### src/rtl/bus_sequencer_if.sv
// Core-request and memory-bus signals of the bus sequencer, bundled for port use.
// The master modport is the core plus memory side; the slave modport is the sequencer.
interface bus_sequencer_if #(
  parameter int AW        = 16,
  parameter int DW        = 8,
  parameter int MAX_BEATS = 2
);
  localparam int LW = $clog2(MAX_BEATS);

  // Core request channel
  logic                    req;
  logic                    we;
  logic [AW-1:0]           addr;
  logic [LW-1:0]           len;
  logic [MAX_BEATS*DW-1:0] wdata;
  logic [MAX_BEATS*DW-1:0] rdata;
  logic                    ack;
  logic                    busy;

  // External memory bus
  logic [AW-1:0]           address;
  logic [DW-1:0]           data_out;
  logic                    data_oe;
  logic                    read_en;
  logic [DW-1:0]           data_in;
  logic                    mem_ready;

  modport master (
    output req, we, addr, len, wdata, data_in, mem_ready,
    input  rdata, ack, busy, address, data_out, data_oe, read_en
  );

  modport slave (
    input  req, we, addr, len, wdata, data_in, mem_ready,
    output rdata, ack, busy, address, data_out, data_oe, read_en
  );
endinterface

### src/rtl/bus_sequencer.sv
// Memory-bus sequencer: runs one latched request of 1..MAX_BEATS byte beats with
// fixed plus ready-driven wait states, optional 6502 page-wrap, little-endian read assembly.
module bus_sequencer #(
  parameter int AW          = 16,
  parameter int DW          = 8,
  parameter int MAX_BEATS   = 2,
  parameter int WAIT_CYCLES = 0,
  parameter int PAGE_WRAP   = 0
) (
  input  logic             ph1,
  input  logic             reset,
  bus_sequencer_if.slave   bus
);

  localparam int LW  = $clog2(MAX_BEATS);
  localparam int WCW = (WAIT_CYCLES > 0) ? $clog2(WAIT_CYCLES + 1) : 1;
  localparam logic [WCW-1:0] WAIT_LOAD = WCW'(WAIT_CYCLES);

  typedef enum logic [1:0] {
    IDLE   = 2'd0,
    ACCESS = 2'd1,
    DONE   = 2'd2
  } state_t;

  state_t                  state;
  state_t                  state_nxt;

  logic                    we_q;
  logic [LW-1:0]           len_q;
  logic [MAX_BEATS*DW-1:0] wdata_q;
  logic [MAX_BEATS*DW-1:0] rdata_q;
  logic [LW-1:0]           beat;
  logic [LW-1:0]           beat_inc;
  logic [WCW-1:0]          wait_cnt;
  logic [AW-1:0]           address_q;
  logic [AW-1:0]           addr_inc;
  logic [AW-1:0]           address_nxt;
  logic [DW-1:0]           data_out_q;

  logic                    accept;
  logic                    beat_done;
  logic                    last_beat;
  logic                    ack;
  logic                    busy;
  logic                    read_en;

  assign last_beat = (beat == len_q);
  assign beat_inc  = beat + 1'b1;
  assign addr_inc  = address_q + AW'(1);

  // Page-wrap keeps the high byte so a vector fetch at xxFF reads xx00 next, as on the 6502.
  assign address_nxt = (PAGE_WRAP != 0) ? {address_q[AW-1:8], addr_inc[7:0]} : addr_inc;

  // NOTE: state and datapath registers use non-blocking assignments so every flop
  // samples the pre-edge values regardless of statement order.
  always_ff @(posedge ph1 or posedge reset) begin
    if (reset) begin
      state <= IDLE;
    end else begin
      state <= state_nxt;
    end
  end

  // NOTE: every signal driven here gets a default first so no path leaves it
  // unassigned, which would otherwise infer a latch.
  always_comb begin
    state_nxt = state;
    accept    = 1'b0;
    beat_done = 1'b0;
    ack       = 1'b0;
    busy      = 1'b1;
    read_en   = 1'b1;
    case (state)
      IDLE: begin
        busy = 1'b0;
        if (bus.req) begin
          accept    = 1'b1;
          state_nxt = ACCESS;
        end
      end
      ACCESS: begin
        read_en = ~we_q;
        // mem_ready only matters once the fixed wait count has run out
        if ((wait_cnt == '0) && bus.mem_ready) begin
          beat_done = 1'b1;
          if (last_beat) begin
            state_nxt = DONE;
          end
        end
      end
      DONE: begin
        ack       = 1'b1;
        state_nxt = IDLE;
      end
      default: begin
        state_nxt = IDLE;
      end
    endcase
  end

  // NOTE: rdata is a register bank that is cleared on reset on purpose, so a request
  // aborted by reset never leaves partial read bytes visible to the core.
  always_ff @(posedge ph1 or posedge reset) begin
    if (reset) begin
      we_q       <= 1'b0;
      len_q      <= '0;
      wdata_q    <= '0;
      rdata_q    <= '0;
      beat       <= '0;
      wait_cnt   <= WAIT_LOAD;
      address_q  <= '0;
      data_out_q <= '0;
    end else if (accept) begin
      we_q      <= bus.we;
      len_q     <= bus.len;
      wdata_q   <= bus.wdata;
      address_q <= bus.addr;
      beat      <= '0;
      wait_cnt  <= WAIT_LOAD;
      if (bus.we) begin
        data_out_q <= bus.wdata[DW-1:0];
      end
    end else if (state == ACCESS) begin
      if (wait_cnt != '0) begin
        wait_cnt <= wait_cnt - 1'b1;
      end else if (beat_done) begin
        if (!we_q) begin
          rdata_q[beat*DW +: DW] <= bus.data_in;
        end
        if (!last_beat) begin
          beat      <= beat_inc;
          address_q <= address_nxt;
          wait_cnt  <= WAIT_LOAD;
          // Present the next write byte together with the next address.
          if (we_q) begin
            data_out_q <= wdata_q[beat_inc*DW +: DW];
          end
        end
      end
    end
  end

  assign bus.rdata    = rdata_q;
  assign bus.ack      = ack;
  assign bus.busy     = busy;
  assign bus.address  = address_q;
  assign bus.data_out = data_out_q;
  assign bus.read_en  = read_en;
  assign bus.data_oe  = ~read_en;

endmodule
### src/flat_wrapper.sv
// flat-port wrapper written by rule: the top's interface ports become plain ports
module bus_sequencer_flat 
#(
  parameter int AW          = 16,
  parameter int DW          = 8,
  parameter int MAX_BEATS   = 2,
  parameter int WAIT_CYCLES = 0,
  parameter int PAGE_WRAP   = 0
)
  (ph1, reset, bus_req, bus_we, bus_addr, bus_len, bus_wdata, bus_data_in, bus_mem_ready, bus_rdata, bus_ack, bus_busy, bus_address, bus_data_out, bus_data_oe, bus_read_en);
  bus_sequencer_if #(.AW(AW), .DW(DW), .MAX_BEATS(MAX_BEATS)) bus_i ();
  input  logic ph1;
  input  logic reset;
  input wire logic [$bits(bus_i.req)-1:0] bus_req;
  input wire logic [$bits(bus_i.we)-1:0] bus_we;
  input wire logic [$bits(bus_i.addr)-1:0] bus_addr;
  input wire logic [$bits(bus_i.len)-1:0] bus_len;
  input wire logic [$bits(bus_i.wdata)-1:0] bus_wdata;
  input wire logic [$bits(bus_i.data_in)-1:0] bus_data_in;
  input wire logic [$bits(bus_i.mem_ready)-1:0] bus_mem_ready;
  output wire logic [$bits(bus_i.rdata)-1:0] bus_rdata;
  output wire logic [$bits(bus_i.ack)-1:0] bus_ack;
  output wire logic [$bits(bus_i.busy)-1:0] bus_busy;
  output wire logic [$bits(bus_i.address)-1:0] bus_address;
  output wire logic [$bits(bus_i.data_out)-1:0] bus_data_out;
  output wire logic [$bits(bus_i.data_oe)-1:0] bus_data_oe;
  output wire logic [$bits(bus_i.read_en)-1:0] bus_read_en;
  assign bus_i.req = bus_req;
  assign bus_i.we = bus_we;
  assign bus_i.addr = bus_addr;
  assign bus_i.len = bus_len;
  assign bus_i.wdata = bus_wdata;
  assign bus_i.data_in = bus_data_in;
  assign bus_i.mem_ready = bus_mem_ready;
  assign bus_rdata = bus_i.rdata;
  assign bus_ack = bus_i.ack;
  assign bus_busy = bus_i.busy;
  assign bus_address = bus_i.address;
  assign bus_data_out = bus_i.data_out;
  assign bus_data_oe = bus_i.data_oe;
  assign bus_read_en = bus_i.read_en;
  bus_sequencer #(.AW(AW), .DW(DW), .MAX_BEATS(MAX_BEATS), .WAIT_CYCLES(WAIT_CYCLES), .PAGE_WRAP(PAGE_WRAP)) u_core (.ph1(ph1), .reset(reset), .bus(bus_i));
endmodule
### config.mk
export PLATFORM = sky130hd
export DESIGN_NAME = bus_sequencer_flat
export DESIGN_NICKNAME = d
export VERILOG_FILES = /design/src/rtl/bus_sequencer_if.sv /design/src/rtl/bus_sequencer.sv /design/src/flat_wrapper.sv
export SDC_FILE = /design/constraint.sdc
export NUM_CORES = 1
export LEC_CHECK = 0
export ABC_AREA = 1
export CAP_MARGIN = 40
export CORE_ASPECT_RATIO = 1.1
export CORE_MARGIN = 2
export CORE_UTILIZATION = 41
export CTS_BUF_LIST = sky130_fd_sc_hd__clkbuf_8 sky130_fd_sc_hd__clkbuf_16
export CTS_CLUSTER_SIZE = 30
export DETAILED_ROUTE_END_ITERATION = 12
export GPL_ROUTABILITY_DRIVEN = 0
export PLACE_DENSITY_LB_ADDON = 0.3
export SYNTH_ARGS = -nofsm -noshare
export SYNTH_HDL_FRONTEND = slang
export SYNTH_SLANG_ARGS = --single-unit
### constraint.sdc
create_clock -name ph1 -period 3.1 [get_ports ph1]
set_input_delay 0.31 -clock ph1 [delete_from_list [all_inputs] [get_ports ph1]]
set_output_delay 0.31 -clock ph1 [all_outputs]
set_load 0.02 [all_outputs]
---- Word level (Yosys, flattened, before mapping) ----
Index checks and enable logic that the tools add are counted.
storage, ports and cells
  register bits after elaboration ......... 62
  input bits .............................. 46
  output and inout bits ................... 44
  logic and storage cells ................. 70
operators by class
  add/sub/neg operators ................... 4
  equal/unequal tests ..................... 9
  shift operators ......................... 3
  mux-type cells .......................... 32
  bitwise logic cells ..................... 4
  reductions and logical operators ........ 9
operators with widths
  operator                                                                 number
  16-bit 2-to-1 mux                                                        5
  8-bit 2-to-1 mux                                                         7
  4-bit negator with 34-bit output                                         1
  8-bit by 34-bit variable shift with 16-bit output, first input constant  1
  8-bit by 34-bit indexed part select with 16-bit output                   1
  16-bit by 1-bit adder with 16-bit output, second input constant          1
  16-bit bitwise mux                                                       1
  16-bit by 5-bit indexed part select with 8-bit output                    1
  1-bit 2-to-1 mux                                                         15
  2-bit 2-to-1 mux                                                         3
  2-bit by 1-bit inequality test with 1-bit output, second input constant  3
  2-bit inequality test, second input constant                             3
  6-bit AND reduction                                                      1
  2-bit nonzero test                                                       3
  5-bit AND reduction                                                      1
  1-bit NOT                                                                4
  2-bit one-hot mux with 2 select lines                                    1
  4-bit AND reduction                                                      1
  3-bit AND reduction                                                      1
  2-bit by 1-bit == test with 1-bit output, second input constant          1
  2-bit == test, second input constant                                     1
  2-bit logical NOT                                                        1
  1-bit adder, second input constant                                       1
  1-bit == test                                                            1
  other kinds (2)                                                          2

---- Depth between registers and ports, before layout ----
  depth after elaboration ................. 8
  depth in mapped cells ................... 10
  mapped depth without buffers ............ 10

---- Worst setup path before layout ----
No wires, ideal clock.
  path type ............................... register to register
  from .................................... register u_core.address_q[1] (netlist: u_core.bus.address[1])
  to ...................................... register u_core.address_q[14] (netlist: u_core.bus.address[14])
  setup time .............................. 0.117 ns
  data arrival time ....................... 1.370 ns
  required time ........................... 2.983 ns
  setup slack ............................. 1.614 ns
  stages on the path, launching flop included .. 9
  path buffers ............................ 0
  cell sequence ........................... dfrtp_1 > ha_1 > nand3_1 > nor2_1 > nand3_1 > nand2_1 > nand3_1 > nand2_1 > nand2_1
on the way
  word-level cells in the longest chain between the ends .. 6
ends and longest elaborated chain
  element                                   line                  RTL
  start, declared                           bus_sequencer.sv:35   logic [AW-1:0] address_q;
  start signal, assigned                    bus_sequencer.sv:117  address_q <= bus.addr;
  start signal, assigned                    bus_sequencer.sv:132  address_q <= address_nxt;
  16-bit by 1-bit adder with 16-bit output  bus_sequencer.sv:49   assign addr_inc = address_q + AW'(1);
  16-bit 2-to-1 mux                         bus_sequencer.sv:130  if (!last_beat) begin
  16-bit 2-to-1 mux                         bus_sequencer.sv:126  end else if (beat_done) begin
  16-bit 2-to-1 mux                         bus_sequencer.sv:124  if (wait_cnt != '0) begin
  16-bit 2-to-1 mux                         bus_sequencer.sv:123  end else if (state == ACCESS) begin
  16-bit 2-to-1 mux                         bus_sequencer.sv:113  end else if (accept) begin
Every way passes these cells. The select of a mux whose other input is x is not followed.
A chain may end at the register's enable or synchronous reset.

---- Worst setup path in the final report ----
  from .................................... register u_core.state[1]
  to ...................................... output bus_data_oe
on the way
  word-level cells in the longest chain between the ends .. 3
ends and longest elaborated chain
  element                                   line                  RTL
  start, declared                           bus_sequencer.sv:25   state_t state;
  start signal, assigned                    bus_sequencer.sv:60   state <= state_nxt;
  2-bit by 1-bit == test with 1-bit output  bus_sequencer.sv:73   case (state)
  1-bit 2-to-1 mux                          bus_sequencer.sv:73
  1-bit NOT                                 bus_sequencer.sv:149  assign bus.data_oe = ~read_en;
  end, declared                             flat_wrapper.sv:26    output wire logic [$bits(bus_i.data_oe)-1:0] bus_data_oe;
Every way passes these cells.

==> results.py <==
metrics = {
    "drt": {
        "antenna_left": 0,
        "finalWirelength_mm": 7.52,
        "viasPerCell": 4.85,
        "vias": 2829,
        "dr.pass1.iters": 4,
        "wire_per_inst_um": 12.9,
        "drt-initial-drc-count": 155,
        "remaining_drc_errors": 0,
    },
    "final_layout": {
        "seqCellArea_um2": 1530,
        "area_delta_synth_final_pct": 36.2,
        "finalNetCount": 539,
        "diodes": 0,
        "final_area_um2": 4210,
        "final_common_cell": "nand2_1",
        "fillers": 684,
        "post-route-util_pct": 57.0,
        "mostFrequentLayoutCells": "nand2_1 (116), clkdlybuf4s50_1 (89), nor2_1 (61), dfrtp_1 (61), o21ai_0 (47)",
        "final_layout_size_suffix_gt1_share_pct": 6.65,
        "multiInputGateArea_um2": 1300,
    },
    "power_and_ir_drop": {
        "p_leak_nw": 2.02,
        "peakVddDrop_v": 0.000469,
        "fin_total_pwr_mw": 4.42,
        "power.density_nw_per_um2": 1050,
    },
    "clock_tree": {
        "hold_buffers": 0,
        "clock_sinks": 61,
        "cts-root-buf": "clkbuf_8",
        "cts_buffers": 9,
        "cts.clk_slew.worst_paths_ns": 0.06,
        "cts_tree": "built",
        "htreeDepth": 3,
        "clock_path_buffers": 2,
        "ctsResizeCount": 0,
        "clock_latency_ns": 0.35,
        "postCtsSetupRepairBufs": 0,
    },
    "synth": {
        "ys_seq_area_share_pct": 49.3,
        "synth_fp_nets": 451,
        "synthCells": 404,
        "ys.warnings.count": 0,
        "synth_area_per_cell_um2": 7.66,
        "netlist_area_um2": 3090,
        "ys_ff_latch": 61,
        "ys_types": 31,
    },
    "floorplanning": {
        "die_x_um": 86.8,
        "initial_utilization_pct": 41.9,
        "num_rows": 33,
        "core-area_um2": 7390,
        "die_h_um": 95.1,
        "ios": 90,
        "die_area_um2": 8260,
    },
    "place": {
        "portBuffers": 89,
        "dp_slack_ns": 0.877,
        "placed_area_um2": 4010,
        "dpl.hpwl_mm": 5.33,
    },
    "global_route": {
        "grtUsageTotal_pct": 19.2,
        "antenna_found_initial": 0,
        "grt_pass1_wl_mm": 12.4,
        "grt_overflow_total": 0,
        "grt_pass1_vias": 2754,
        "grt_start_max_net_pins": 59,
    },
    "sta": {
        "finClkSkew_ns": 0.00961,
        "finalSetupViolCount": 0,
        "slew_violations": 0,
        "layout_setup_ws_ns": 1.11,
        "fin_setup_tns_ns": 0,
        "fmax_mhz": 503,
        "relSlewSlack_pct": 63.1,
        "layout_min_cycle_time_ns": 1.99,
        "hold_viol": 0,
        "fin_crit_sh_pct": 64.1,
        "rsz0062_at_grt": "no",
        "worst_pin_slew_ns": 0.553,
    },
    "setup_path": {
        "critPathRequiredTime_ns": 2.79,
        "crit_fanout": 4,
        "reg2reg_slack_ns": 1.22,
        "cp-start-kind": "register",
        "end_kind": "output port",
        "worstPathArrival_ns": 1.68,
        "crit_type": "reg -> out",
    },
    "hold_path": {
        "hp-class": "in -> async",
    },
    "flow_run": {
        "cap_violations": 0,
    },
    "outcome": {
        "outcome": "finished clean",
    },
}
-- synth_stat cells (all sizes together) --
cell	count	area [µm²]
a21oi	7	35.0
a22oi	1	7.51
a31oi	1	6.26
buf	14	101
clkbuf	2	8.75
dfrtp	61	1530
ha	1	12.5
inv	42	158
nand2	121	477
nand3	22	115
nand4	3	18.8
nor2	61	229
nor3	2	10.0
o211ai	1	7.51
o21a	1	7.51
o21ai	52	279
o22ai	5	31.3
or2	2	12.5
xnor2	1	8.76
xor2	4	42.6
-- cell type report --
| type | count | share of cell area [%] |
|---|---|---|
| sequential | 61 | 36.2 |
| clock inverter | 4 | 1.13 |
| clock buffer | 11 | 3.59 |
| multi-input combinational | 285 | 30.9 |
| inverter | 42 | 3.74 |
| tap | 87 | 2.58 |
| timing repair buffer | 93 | 21.9 |
-- critical path, stage by stage, from the launching register on --
cell and delay, ns:
dfrtp_1 0.37, inv_2 0.08, nand2_1 0.09, nor2_1 0.16
clkdlybuf4s50_1 0.63
-- flip-flops by register name (all words and copies together) (netlist names) --
register and count:
u_core.we_q 1, u_core.beat 1, u_core.bus.data_out 8, u_core.bus.address 16, u_core.state 2, u_core.bus.rdata 16
u_core.len_q 1, u_core.wdata_q 16
-- where the power goes --
part	switching [mW]	internal, mW	total (mW)
Combinational	1.27	0.927	2.20
Sequential	0.332	1.17	1.51
Clock	0.309	0.407	0.717
Total	1.91	2.51	4.42
-- worst paths after layout --
kind                                   start                     end  cells after the start
hold / removal                         reset     u_core.bus.rdata[3]                      2
setup / recovery             u_core.state[1]             bus_data_oe                      4
hold reg to reg            u_core.wdata_q[0]       u_core.wdata_q[0]                      2
max in group asynchronous              reset       u_core.wdata_q[4]                      3
setup reg to reg             u_core.state[0]  u_core.bus.address[11]                      9
min in group ph1           u_core.wdata_q[0]       u_core.wdata_q[0]                      2
-- routing by layer --
layer | track usage [%] | vias up | share of wire [%]
met2 | 32.1 | 78 | 50
met5 | 0 | - | 0
li1 | - | 1453 | -
met3 | 3.72 | 12 | 4.8
met1 | 24.0 | 1286 | 44
met4 | 8.59 | 0 | 1.5
-- kinds of logic after synthesis --
logic type,count (synthesis),synth area share [%]
simple gates,211,27.9
compound gates,68,12.1
flops,61,49.3
buf+inv,58,8.65
xor+xnor,5,1.66
fa+ha+maj,1,0.404
-- per-stage QoR --
step	hold slack, ns	cells
6_report	0.179	583
5_1_grt	0.199	583
2_1_floorplan	0.420	404
3_3_place_gp	0.457	568
4_1_cts	0.180	583
3_5_place_dp	0.467	568
(Power assumes the default switching activity.)
